## config.mk

```make
export PLATFORM = sky130hd
export DESIGN_NAME = seq_divider32
export DESIGN_NICKNAME = d
export VERILOG_FILES = /design/src/rtl/seq_divider32.sv
export SDC_FILE = /design/constraint.sdc
export NUM_CORES = 1
export LEC_CHECK = 0
export BUFFER_PORTS_ARGS = -buffer_cell sky130_fd_sc_hd__buf_2
export CAP_MARGIN = 20
export CORE_MARGIN = 3
export CORE_UTILIZATION = 45
export DETAILED_ROUTE_END_ITERATION = 8
export HOLD_SLACK_MARGIN = 0.03
export PLACE_DENSITY = 0.7
export SYNTH_ARGS = -nofsm -noshare
export SYNTH_HDL_FRONTEND = slang
export SYNTH_SLANG_ARGS = --single-unit
export TNS_END_PERCENT = 20
```

## constraint.sdc

```tcl
create_clock -name clk -period 4.5 [get_ports clk]
set_clock_uncertainty 0.1 [all_clocks]
set_input_delay 0.45 -clock clk [delete_from_list [all_inputs] [get_ports clk]]
set_output_delay 0.45 -clock clk [all_outputs]
set_load 0.01 [all_outputs]
```

## src/rtl/seq_divider32.sv

```systemverilog
// ============================================================================
// Module      : seq_divider32
// Description : Iterative unsigned restoring divider, one quotient bit per
//               clock, driven through a start/busy/done handshake.
// Revision    : 1.0  initial release
// ============================================================================
`default_nettype none

module seq_divider32 #(
    parameter int WIDTH = 32
) (
    input  logic             clk,
    input  logic             rst,
    input  logic             start,
    input  logic [WIDTH-1:0] dividend,
    input  logic [WIDTH-1:0] divisor,
    output logic             busy,
    output logic             done,
    output logic [WIDTH-1:0] quotient,
    output logic [WIDTH-1:0] remainder,
    output logic             div_by_zero
);

    localparam int CW = (WIDTH > 1) ? $clog2(WIDTH) : 1;

    localparam logic [1:0] S_IDLE = 2'd0;
    localparam logic [1:0] S_RUN  = 2'd1;
    localparam logic [1:0] S_DONE = 2'd2;

    logic [1:0]       state;
    logic [WIDTH-1:0] q_reg;     // starts as dividend, bits replaced by quotient bits
    logic [WIDTH-1:0] rem_reg;   // partial remainder
    logic [WIDTH-1:0] dvsr_reg;  // captured divisor
    logic [CW-1:0]    cnt;       // index of the bit resolved on the next RUN edge

    logic [WIDTH:0]   r_shift;
    logic [WIDTH:0]   trial;
    logic             q_bit;
    logic [WIDTH-1:0] q_upd;
    logic [WIDTH-1:0] rem_upd;
    logic             accept;

    // A new operation may be taken whenever no division is in flight,
    // which includes the DONE cycle (back-to-back issue).
    assign accept = start && (state != S_RUN);
    assign busy   = (state == S_RUN);
    assign done   = (state == S_DONE);

    // One restoring step: shift in the next dividend bit, trial-subtract,
    // keep the difference only when it did not borrow.
    always_comb begin
        r_shift = {rem_reg, q_reg[cnt]};
        trial   = r_shift - {1'b0, dvsr_reg};
        q_bit   = ~trial[WIDTH];
        q_upd   = q_reg;
        q_upd[cnt] = q_bit;
        rem_upd = q_bit ? trial[WIDTH-1:0] : r_shift[WIDTH-1:0];
    end

    // Control FSM plus datapath registers; results are published only
    // on the transition into DONE.
    always_ff @(posedge clk) begin
        if (rst) begin
            state       <= S_IDLE;
            q_reg       <= '0;
            rem_reg     <= '0;
            dvsr_reg    <= '0;
            cnt         <= '0;
            quotient    <= '0;
            remainder   <= '0;
            div_by_zero <= 1'b0;
        end else if (accept) begin
            q_reg    <= dividend;
            rem_reg  <= '0;
            dvsr_reg <= divisor;
            cnt      <= CW'(WIDTH - 1);
            if (divisor == '0) begin
                // Nothing to iterate: report the conventional divide-by-zero result.
                state       <= S_DONE;
                quotient    <= '1;
                remainder   <= dividend;
                div_by_zero <= 1'b1;
            end else begin
                state       <= S_RUN;
                quotient    <= '0;
                remainder   <= '0;
                div_by_zero <= 1'b0;
            end
        end else begin
            case (state)
                S_RUN: begin
                    q_reg   <= q_upd;
                    rem_reg <= rem_upd;
                    cnt     <= cnt - 1'b1;
                    if (cnt == '0) begin
                        state     <= S_DONE;
                        quotient  <= q_upd;
                        remainder <= rem_upd;
                    end
                end
                S_DONE:  state <= S_IDLE;
                default: state <= S_IDLE;
            endcase
        end
    end

endmodule

`default_nettype wire
```

* Word level (Yosys, flattened, before mapping)
Cells that the tools add are included.
** Storage, ports and cells
- Register bits after elaboration :: 168
- Bits of input ports :: 67
- Output and inout bits :: 67
- Logic and storage cells :: 48
** Cells by class
- $add $sub $neg :: 2
- $lt $le $gt $ge :: 2
- Equality and inequality tests :: 4
- Multiplexer cells :: 23
- Bitwise gates (word level) :: 1
- Reduce and logical (&&, ||, !) cells :: 8
** Operators with widths (count)
- 2-to-1 mux 32 bit :: 11
- subtractor 33 x 32 -> 33 bit :: 1
- bitwise mux 32 bit :: 1
- logical NOT 32 bit :: 1
- 2-to-1 mux 5 bit :: 2
- 2-to-1 mux 2 bit :: 4
- less-than comparator 5 x 6 -> 1 bit, second input constant :: 1
- binary-select mux 1 bit (select 5 bit) :: 1
- demux 1 bit (select 5 bit) :: 1
- greater-or-equal comparator 5 x 1 -> 1 bit, second input constant :: 1
- logical NOT 5 bit :: 1
- subtractor 5 x 1 -> 5 bit, second input constant :: 1
- nonzero test 2 bit :: 2
- 2-to-1 mux 1 bit :: 3
- != test 3 x 1 -> 1 bit, second input constant :: 1
- == test 2 x 1 -> 1 bit, second input constant :: 1
- == test 2 bit, second input constant :: 1
- logical AND 1 bit :: 2
- != test 2 x 1 -> 1 bit, second input constant :: 1
- AND reduction 2 bit :: 1
- OR reduction 2 bit :: 1
- NOT 1 bit :: 1

* Logic depth before layout (Yosys ltp)
Gate-level depths: netlist of run 1.
- Word-level depth :: 8
- Mapped depth :: 20

* Worst setup path before layout of run 1
Ideal clock, no wire load.
- Kind :: register to register
- Start point :: register cnt[0]
- End point :: register remainder[9]
- Data arrival time :: 4.295 ns
- Data required time :: 4.297 ns
- Slack :: 0.002 ns
- Cell stages (with the launch flop) :: 19
- Path buffers :: 3
- Period minus slack after synthesis :: 4.498 ns
- Cells stage by stage :: dfxtp_1 -> buf_1 -> mux4_2 -> a221oi_1 -> and3_1 -> ha_1 -> inv_1 -> fa_1 -> a211oi_2 -> o21ai_1 -> o2111ai_2 -> a21oi_2 -> mux2_4 -> and2_4 -> buf_12 -> buf_8 -> nand2_1 -> o21ai_2 -> a2111oi_2
** Between the ends
- Longest elaborated chain between the ends :: 7
- Elaborated cells between the ends (all ways) :: 10
** RTL lines
- start: declaration :: line 34 : logic [CW-1:0] cnt;
- start signal: assignment :: line 76 : cnt <= CW'(WIDTH - 1);
- start signal: assignment :: line 94 : cnt <= cnt - 1'b1;
- binary-select mux 1 bit (select 5 bit) :: line 52 : r_shift = {rem_reg, q_reg[cnt]};
- 2-to-1 mux 1 bit (implied by the code) :: line 52
- subtractor 33 x 32 -> 33 bit :: line 53 : trial = r_shift - {1'b0, dvsr_reg};
- 2-to-1 mux 32 bit :: line 57 : rem_upd = q_bit ? trial[WIDTH-1:0] : r_shift[WIDTH-1:0];
- 2-to-1 mux 32 bit :: line 95 : if (cnt == '0) begin
- 2-to-1 mux 32 bit :: line 90 : case (state)
- 2-to-1 mux 32 bit :: line 72 : end else if (accept) begin
- end signal: assignment :: line 81 : remainder <= dividend;
- end signal: assignment :: line 98 : remainder <= rem_upd;
- end: declaration :: line 20 : output logic [WIDTH-1:0] remainder,
Parallel ways exist; a longest one is shown, timed or not. The select of a mux whose other input is x is not followed.
A chain may end at the register's enable or synchronous reset.

* Final worst setup path of run 1
- Start point :: register cnt[0]
- End point :: register q_reg[24]
** Between the ends
- Longest elaborated chain between the ends :: 7
- Elaborated cells between the ends (all ways) :: 12
** RTL lines
- binary-select mux 1 bit (select 5 bit), or another cell as far along :: line 52
- 2-to-1 mux 1 bit (implied by the code) or logical AND 1 bit (tied branches) :: line 52, 56
- subtractor 33 x 32 -> 33 bit or 2-to-1 mux 1 bit (tied branches) :: line 53, 56
- NOT 1 bit or demux 1 bit (select 5 bit) (tied branches) :: line 54, 56
- bitwise mux 32 bit * :: line 56 : q_upd[cnt] = q_bit;
- 2-to-1 mux 32 bit * :: line 90
- 2-to-1 mux 32 bit * :: line 72
- end signal: assignment :: line 73 : q_reg <= dividend;
- end signal: assignment :: line 92 : q_reg <= q_upd;
- end: declaration :: line 31 : logic [WIDTH-1:0] q_reg;
Mark *: on every way between the ends. The rest lies on a longest branch, timed or not. The select of a mux whose other input is x is not followed.

==> impl_metrics.json, run 1 <==
{
  "final_cell_mix": "a21oi_1, dfxtp_1, nand2_1",
  "cts_buffer_depth": 2,
  "period_needed_ns": 4.36,
  "track_usage_pct": 26.8,
  "synth.distinct_cells": 69,
  "post_drt_wl_per_cell_um": 20.2,
  "drcViolationCount": 0,
  "via_count": 9769,
  "final_core_util_pct": 54.8,
  "synth-edff-count": 0,
  "syn2layout_area_growth_pct": 17.7,
  "core_sq_um": 20500,
  "place.gp.congestion": 0.937,
  "synth-simple-area-share_pct": 16.3,
  "drtIter0Drc": 1148,
  "finalSetupViolCount": 0,
  "cts_hold_buf": 0,
  "cts_root_buf": "clkbuf_16",
  "end_kind": "register",
  "async_flop_share_pct": 0,
  "grt_pass1_wl_um": 48000,
  "row_count": 52,
  "final_common_cell": "a21oi_1",
  "htreeDepth": 4,
  "layout-drive-gt1-share_pct": 22.4,
  "worstSetupPathType": "register to register",
  "path_max_fanout": 18,
  "post-dp-hpwl_um": 22600,
  "avgSynthCellArea_sq_um": 7.93,
  "hold_violations": 0,
  "clkTransAtPathRegs_ns": 0.07,
  "yosys.area_share.adder_pct": 5.07,
  "leakage_nw": 4.62,
  "critical_path.startpoint_type": "register",
  "grt_pass1_vias": 8546,
  "nNetsFinal": 1407,
  "io_buffers": 133,
  "overflow": 0,
  "status": "complete, no violations",
  "syn_inst": 1202,
  "ys_ff_latch": 168,
  "die-area_sq_um": 23000,
  "synth-seq-area-share_pct": 35.3,
  "synth_top_family_by_area": "compound AO/OA/AOI/OAI gates",
  "regArea_sq_um": 3370,
  "routed_wl_um": 32100,
  "layout.cells.non_filler": 1585,
  "worst_pin_slew_ns": 1.07,
  "synth_area_sq_um": 9530,
  "ir_drop_v": 0.000304,
  "slew_violations": 0,
  "crit_required_ns": 4.74,
  "slew_headroom_pct": 28.1,
  "initial_core_util_pct": 46.5,
  "numPlacedInstances": 1543,
  "yosys.area_share.xor_xnor_pct": 2.39,
  "clk_latency_ns": 0.44,
  "tritoncts": "built",
  "die_h_um": 152,
  "via_per_inst": 6.16,
  "cp.arrival_ns": 4.60,
  "synth-main-ff-cell": "dfxtp_1",
  "antenna_found_initial": 0,
  "yosys_warnings": 0,
  "multi_input_area_sq_um": 5620,
  "boundaryPins": 134,
  "ant_nets": 0,
  "power_density_nw_per_um2": 475,
  "syn-num-nets": 1307,
  "synthMuxAreaShare_pct": 3.20,
  "drt_pass1_iterations": 8,
  "max_freq_mhz": 229,
  "synth_compound_area_share_pct": 31.1,
  "hold_path_class": "input port to register",
  "die_w_um": 152,
  "antennaDiodeCount": 0,
  "fillCellCount": 1925,
  "fin_total_pwr_mw": 5.34,
  "grt_max_degree": 69,
  "fin_crit_sh_pct": 96.9,
  "cts-buffers-inserted": 17,
  "cts.sinks": 168,
  "drv_cap": 0
}
-- layer usage --
layer | track usage [%] | vias to the layer above | part of all wire, %
met5 | 0 | - | 0
met1 | 38.2 | 4567 | 43
li1 | - | 4570 | -
met3 | 5.77 | 67 | 10
met2 | 40.9 | 565 | 44
met4 | 7.50 | 0 | 2.8
-- area by class of cell --
cell class              instances  area share, %
clock buffers                  19           3.95
clock inverters                13           1.72
inverters                      39           1.32
multi-input cells             895           50.1
flip-flops and latches        168           30.0
well taps                     270           3.01
repair buffers                181           9.96
-- power breakdown --
| part | total (mW) | switching [mW] | leakage, nW | internal (mW) |
|---|---|---|---|---|
| registers | 1.72 | 0.110 | 1.38 | 1.61 |
| clock network | 1.61 | 0.662 | 0.310 | 0.953 |
| logic | 2.00 | 1.21 | 2.93 | 0.793 |
| total | 5.34 | 1.98 | 4.62 | 3.36 |
-- stage by stage --
stage	instance area, sq um	setup WS (ns)	setup TNS (ns)	hold WS, ns
2_1_floorplan	9530	0.00162	0	0.336
3_3_place_gp	10400	0.0916	0	0.343
3_5_place_dp	10400	-0.0114	-0.0297	0.347
4_1_cts	11000	0.0114	0	0.147
5_1_grt	11200	-0.0340	-0.312	0.161
6_report	11200	0.140	0	0.153
-- path summary, 6_finish.rpt --
path,startpoint,endpoint,slack (ns),cells past startpoint
max,cnt[0]$_SDFFE_PP0P_,q_reg[24]$_SDFFE_PP0P_,0.14,17
min,dividend[2],remainder[2]$_SDFFE_PP0P_,0.15,3
max reg2reg,cnt[0]$_SDFFE_PP0P_,q_reg[24]$_SDFFE_PP0P_,0.14,17
min reg2reg,dvsr_reg[16]$_SDFFE_PP0P_,dvsr_reg[16]$_SDFFE_PP0P_,0.35,2
-- critical path, stage by stage, from the launching register on --
cell	delay, ns
dfxtp_4	0.38
buf_8	0.15
mux4_2	0.50
a221oi_1	0.31
and3_4	0.25
ha_1	0.17
inv_1	0.06
fa_1	0.40
a211oi_2	0.23
o21ai_2	0.13
o2111ai_2	0.25
a21oi_2	0.10
mux2_4	0.27
nand2_8	0.14
clkbuf_16	0.26
a31oi_1	0.25
nor2_1	0.07
a211oi_1	0.24
-- cell families (layout without fill, tap and decap cells) --
group                    Yosys count  in the layout
XOR/XNOR                          26             26
AO/OA/AOI/OAI                    453            453
adder cells (fa/ha/maj)           38             38
multiplexers                      20             20
buffers and inverters            140            252
AND/OR/NAND/NOR                  357            358
flip-flops                       168            168
-- synthesized netlist by cell type, types with 14 or more instances --
library cell / count / area, sq um
clkbuf_1: 63 / 236
o22ai_1: 14 / 87.6
a2111oi_2: 14 / 210
a221oi_1: 16 / 140
nor3_1: 17 / 85.1
ha_1: 37 / 463
a21oi_1: 198 / 991
nand2_1: 154 / 578
nand3_1: 16 / 80.1
a21o_1: 14 / 105
o21ai_0: 58 / 290
xnor2_1: 17 / 149
dfxtp_1: 168 / 3360
inv_1: 39 / 146
a31o_2: 17 / 149
buf_2: 14 / 70.1
a211oi_1: 38 / 285
nor2_1: 116 / 435
a31oi_1: 17 / 106
-- timing repair --
item / 4_1_cts / 5_1_grt
setup buffers: 0 / 6
cloned: 0 / 4
pin swaps: 0 / 2
endpoints found under the setup margin: 9 / 115
gates resized for setup: 2 / 16
(Power assumes the default switching activity.)
==> run 2, diff against run 1 <==
Settings changed: BUFFER_PORTS_ARGS -buffer_cell sky130_fd_sc_hd__buf_2 to unset, DONT_BUFFER_PORTS set to 1, PLACE_DENSITY 0.7 to 0.64, RECOVER_POWER set to 100, SKIP_CTS_REPAIR_TIMING set to 1.
==> impl_metrics.json, run 2 (synthesis results as in run 1) <==
{
  "status": "complete, but fails checks",
  "violations": "max-capacitance violations, max-slew violations",
  "drv_cap": 1,
  "hold_path_class": "input port to register",
  "crit_required_ns": 4.64,
  "place.gp.congestion": 0.923,
  "numPlacedInstances": 1410,
  "ir_drop_v": 0.000267,
  "path_max_fanout": 12,
  "cts-buffers-inserted": 17,
  "overflow": 0,
  "post_drt_wl_per_cell_um": 21.5,
  "antenna_found_initial": 0,
  "syn2layout_area_growth_pct": 9.61,
  "routed_wl_um": 31300,
  "core_sq_um": 20500,
  "antennaDiodeCount": 0,
  "clk_latency_ns": 0.44,
  "r2r-start": "cnt[0]$_SDFFE_PP0P_",
  "max_freq_mhz": 228,
  "via_count": 9041,
  "grt_max_degree": 100,
  "clkTransAtPathRegs_ns": 0.07,
  "cts.sinks": 168,
  "final_core_util_pct": 51.0,
  "die_w_um": 152,
  "slew_headroom_pct": -17.4,
  "ant_nets": 0,
  "cp_top_family": "compound AO/OA/AOI/OAI gates",
  "cts_buffer_depth": 2,
  "row_count": 52,
  "rrSetupSlack_ns": 0.11,
  "hp-start": "dividend[25]",
  "tritoncts": "built",
  "final_cell_mix": "a21oi_1, dfxtp_1, nand2_1",
  "nNetsFinal": 1276,
  "crit_path_start": "cnt[0]$_SDFFE_PP0P_",
  "grt_pass1_vias": 8052,
  "finalWorstSetupSlack_ns": 0.106,
  "initial_core_util_pct": 46.5,
  "slew_violations": 92,
  "cpMostUsedCell": "buf_4",
  "cp_slowest_cell": "mux4_2",
  "place_ws_ns": -0.142,
  "post-dp-hpwl_um": 22200,
  "critical_path.startpoint_type": "register",
  "fin_setup_tns_ns": 0,
  "path_cells": "buf_4 > mux4_2 > a221oi_2 > and3_4 > ha_1 > inv_1 > fa_1 > a211oi_2 > o21ai_2 > o2111ai_2 > a21oi_2 > mux2_4 > and2_4 > buf_4 > mux2i_1 > buf_4 > a21oi_1",
  "drtIter0Drc": 916,
  "period_needed_ns": 4.39,
  "end_kind": "register",
  "cp.arrival_ns": 4.53,
  "hold_violations": 0,
  "path_buf_inv": 4,
  "drt_pass1_iterations": 5,
  "grt_pass1_wl_um": 46700,
  "layout.cells.non_filler": 1454,
  "leakage_nw": 3.96,
  "cts_root_buf": "clkbuf_16",
  "finalSetupViolCount": 0,
  "power_density_nw_per_um2": 483,
  "slowest_delay_ns": 0.52,
  "worstSetupPathType": "register to register",
  "die-area_sq_um": 23000,
  "final_common_cell": "a21oi_1",
  "htreeDepth": 4,
  "fin_crit_sh_pct": 97.6,
  "drcViolationCount": 0,
  "boundaryPins": 134,
  "via_per_inst": 6.22,
  "fillCellCount": 1951,
  "hold_slack_ns": 0.0357,
  "worst_pin_slew_ns": 1.76,
  "io_buffers": 0,
  "layout-drive-gt1-share_pct": 13.3,
  "die_h_um": 152,
  "track_usage_pct": 26.2
}
run 2: changes by cell type in the layout (fill, tap and decap cells not counted), sizes merged:
cell | previous run | this run
buf | 178 | 48
inv | 41 | 47
clkinv | 6 | 2
bufinv | 4 | 1
clkbuf | 22 | 19
clkinvlp | 1 | 4
run 2: layout make-up:
class	count	area [sq um]	area share, %
Timing Repair Buffer	50	430	4.12
Sequential cell	168	3370	32.2
Multi-Input combinational cell	895	5590	53.5
Tap cell	270	338	3.23
Inverter	39	148	1.41
Clock buffer	17	425	4.07
Clock inverter	15	154	1.47
run 2: routing by layer:
| layer | vias up | global-route usage, % | share of wire, % |
|---|---|---|---|
| li1 | 4314 | - | - |
| met2 | 387 | 40.5 | 45 |
| met1 | 4284 | 36.0 | 43 |
| met3 | 56 | 5.77 | 9.2 |
| met5 | - | 0 | 0 |
| met4 | 0 | 9.66 | 2.7 |
run 2: power by group:
| part | leakage [nW] | internal (mW) | switching [mW] |
|---|---|---|---|
| clock network | 0.275 | 0.785 | 0.699 |
| logic | 2.30 | 0.718 | 1.09 |
| registers | 1.38 | 1.61 | 0.144 |
run 2: worst paths after layout:
| check | depth (start not counted) | endpoint |
|---|---|---|
| worst max-delay path | 17 | rem_reg[19]$_SDFFE_PP0P_ |
| worst min-delay path | 2 | remainder[25]$_SDFFE_PP0P_ |
| worst max register to register | 17 | rem_reg[19]$_SDFFE_PP0P_ |
| worst min register to register | 2 | dvsr_reg[20]$_SDFFE_PP0P_ |
run 2: through the flow:
stage | power, mW | instance area, sq um
2_1_floorplan | 3.04 | 9530
3_3_place_gp | 3.42 | 9720
3_5_place_dp | 3.43 | 9720
4_1_cts | 4.91 | 10300
5_1_grt | 5.28 | 10400
6_report | 5.04 | 10400
==> run 3, diff against run 2 <==
Settings changed: CELL_PAD_IN_SITES_DETAIL_PLACEMENT set to 0, CELL_PAD_IN_SITES_GLOBAL_PLACEMENT set to 1, CORE_UTILIZATION 45 to 43, GPL_TIMING_DRIVEN set to 0, PLACE_DENSITY 0.64 to 0.79, REMOVE_ABC_BUFFERS set to 1.
==> impl_metrics.json, run 3 (synthesis results as in run 1) <==
{
  "layout.cells.non_filler": 1458,
  "finalSetupViolCount": 0,
  "drv_cap": 1,
  "final_common_cell": "a21oi_1",
  "clkTransAtPathRegs_ns": 0.07,
  "via_count": 9073,
  "io_buffers": 0,
  "overflow": 0,
  "grt_pass1_wl_um": 45600,
  "via_per_inst": 6.22,
  "post-dp-hpwl_um": 20400,
  "htreeDepth": 4,
  "highest_layer": "met4",
  "nNetsFinal": 1276,
  "slew_headroom_pct": -7.63,
  "cts_buffer_depth": 2,
  "hold_violations": 0,
  "ir_drop_v": 0.000277,
  "critical_path.startpoint_type": "register",
  "initial_core_util_pct": 44.5,
  "numPlacedInstances": 1382,
  "track_usage_pct": 23.6,
  "power_density_nw_per_um2": 489,
  "met3WireLength_um": 2340,
  "grt_max_degree": 100,
  "path_max_fanout": 8,
  "tritoncts": "built",
  "slew_violations": 11,
  "layout-drive-gt1-share_pct": 18.4,
  "fin_total_pwr_mw": 5.51,
  "max_freq_mhz": 223,
  "violations": "max-capacitance violations, max-slew violations",
  "place.gp.congestion": 0.901,
  "fin_crit_sh_pct": 99.5,
  "routed_wl_um": 31900,
  "worstSetupPathType": "register to register",
  "antenna_found_initial": 0,
  "drtIter0Drc": 698,
  "regArea_sq_um": 3370,
  "core_sq_um": 21400,
  "rsz0062_at_grt": "true",
  "cts.sinks": 168,
  "post_drt_wl_per_cell_um": 21.9,
  "period_needed_ns": 4.48,
  "hold_path_class": "input port to register",
  "fillCellCount": 2075,
  "drt_pass1_iterations": 6,
  "clk_latency_ns": 0.43,
  "drcViolationCount": 0,
  "cts-buffers-inserted": 17,
  "final_cell_area_sq_um": 11300,
  "leakage_nw": 4.10,
  "status": "complete, but fails checks",
  "post_dp_cell_area_sq_um": 9550,
  "boundaryPins": 134,
  "end_kind": "register",
  "multi_input_area_sq_um": 6320,
  "ant_nets": 0,
  "crit_required_ns": 4.72,
  "final_cell_mix": "a21oi_1, dfxtp_1, nand2_1",
  "syn2layout_area_growth_pct": 18.3,
  "drt-met1-wl_um": 14000,
  "die_w_um": 155,
  "wl_met2_um": 15000,
  "cp.arrival_ns": 4.70,
  "die_h_um": 155,
  "row_count": 53,
  "grt_pass1_vias": 8088,
  "antennaDiodeCount": 0,
  "die-area_sq_um": 24000,
  "cts_root_buf": "clkbuf_16",
  "worst_pin_slew_ns": 1.61
}
==> run 3: cell count changes in the layout (fill, tap and decap cells not counted), sizes merged <==
cell         previous run  this run
clkinvlp                4         0
inv                    47        42
bufinv                  1         2
mux2                    1         2
buf                    48        40
and2                    7         9
clkinv                  2         5
dlygate4sd3             0         1
nand2                 155       160
clkbuf                 19        22
==> run 3: final cells by class <==
class | instances | share of cell area (%)
Tap cell | 275 | 3.05
Clock buffer | 21 | 4.00
Inverter | 39 | 1.32
Sequential cell | 168 | 29.9
Timing Repair Buffer | 42 | 4.61
Clock inverter | 10 | 1.05
Multi-Input combinational cell | 903 | 56.1
==> run 3: worst max-delay path, cell delays in order, from the launching register on <==
cell       delay [ns]
dfxtp_4          0.44
mux4_2           0.56
a22o_1           0.24
a221oi_2         0.17
and3_4           0.26
ha_4             0.14
inv_2            0.04
fa_2             0.41
a211oi_4         0.29
o21ai_4          0.12
o2111ai_4        0.27
a21oi_4          0.13
mux2_4           0.36
nand2_8          0.12
o31a_1           0.43
a2111oi_2        0.30
==> run 3: report_power, final <==
group / internal [mW] / total, mW / switching, mW
Combinational: 0.919 / 2.29 / 1.38
Clock: 0.835 / 1.46 / 0.628
Sequential: 1.61 / 1.75 / 0.141
==> run 3: path summary, 6_finish.rpt <==
| path | from | endpoint | slack [ns] | cells past startpoint |
|---|---|---|---|---|
| setup / recovery | cnt[0]$_SDFFE_PP0P_ | remainder[23]$_SDFFE_PP0P_ | 0.02 | 15 |
| hold / removal | dividend[27] | remainder[27]$_SDFFE_PP0P_ | 0.05 | 2 |
| setup reg to reg | cnt[0]$_SDFFE_PP0P_ | remainder[23]$_SDFFE_PP0P_ | 0.02 | 15 |
| hold reg to reg | dvsr_reg[20]$_SDFFE_PP0P_ | dvsr_reg[20]$_SDFFE_PP0P_ | 0.35 | 2 |
==> run 3: through the flow <==
step | setup slack (ns) | hold slack (ns) | util (%) | TNS (ns)
6_report | 0.0228 | 0.0467 | 52.6 | 0
5_1_grt | -0.129 | 0.0395 | 52.6 | -3.41
4_1_cts | -1.06 | -0.0248 | 47.3 | -94.62
3_5_place_dp | -1.05 | 0.342 | 44.6 | -92.55
3_3_place_gp | -5.44 | 0.339 | 43.8 | -488.56
2_1_floorplan | -1.02 | 0.330 | - | -63.63
==> run 3: routing by layer <==
metal	track usage, %	up-vias
met5	0	-
met4	7.11	0
met3	5.40	45
met2	36.4	324
met1	32.9	4381
li1	-	4323
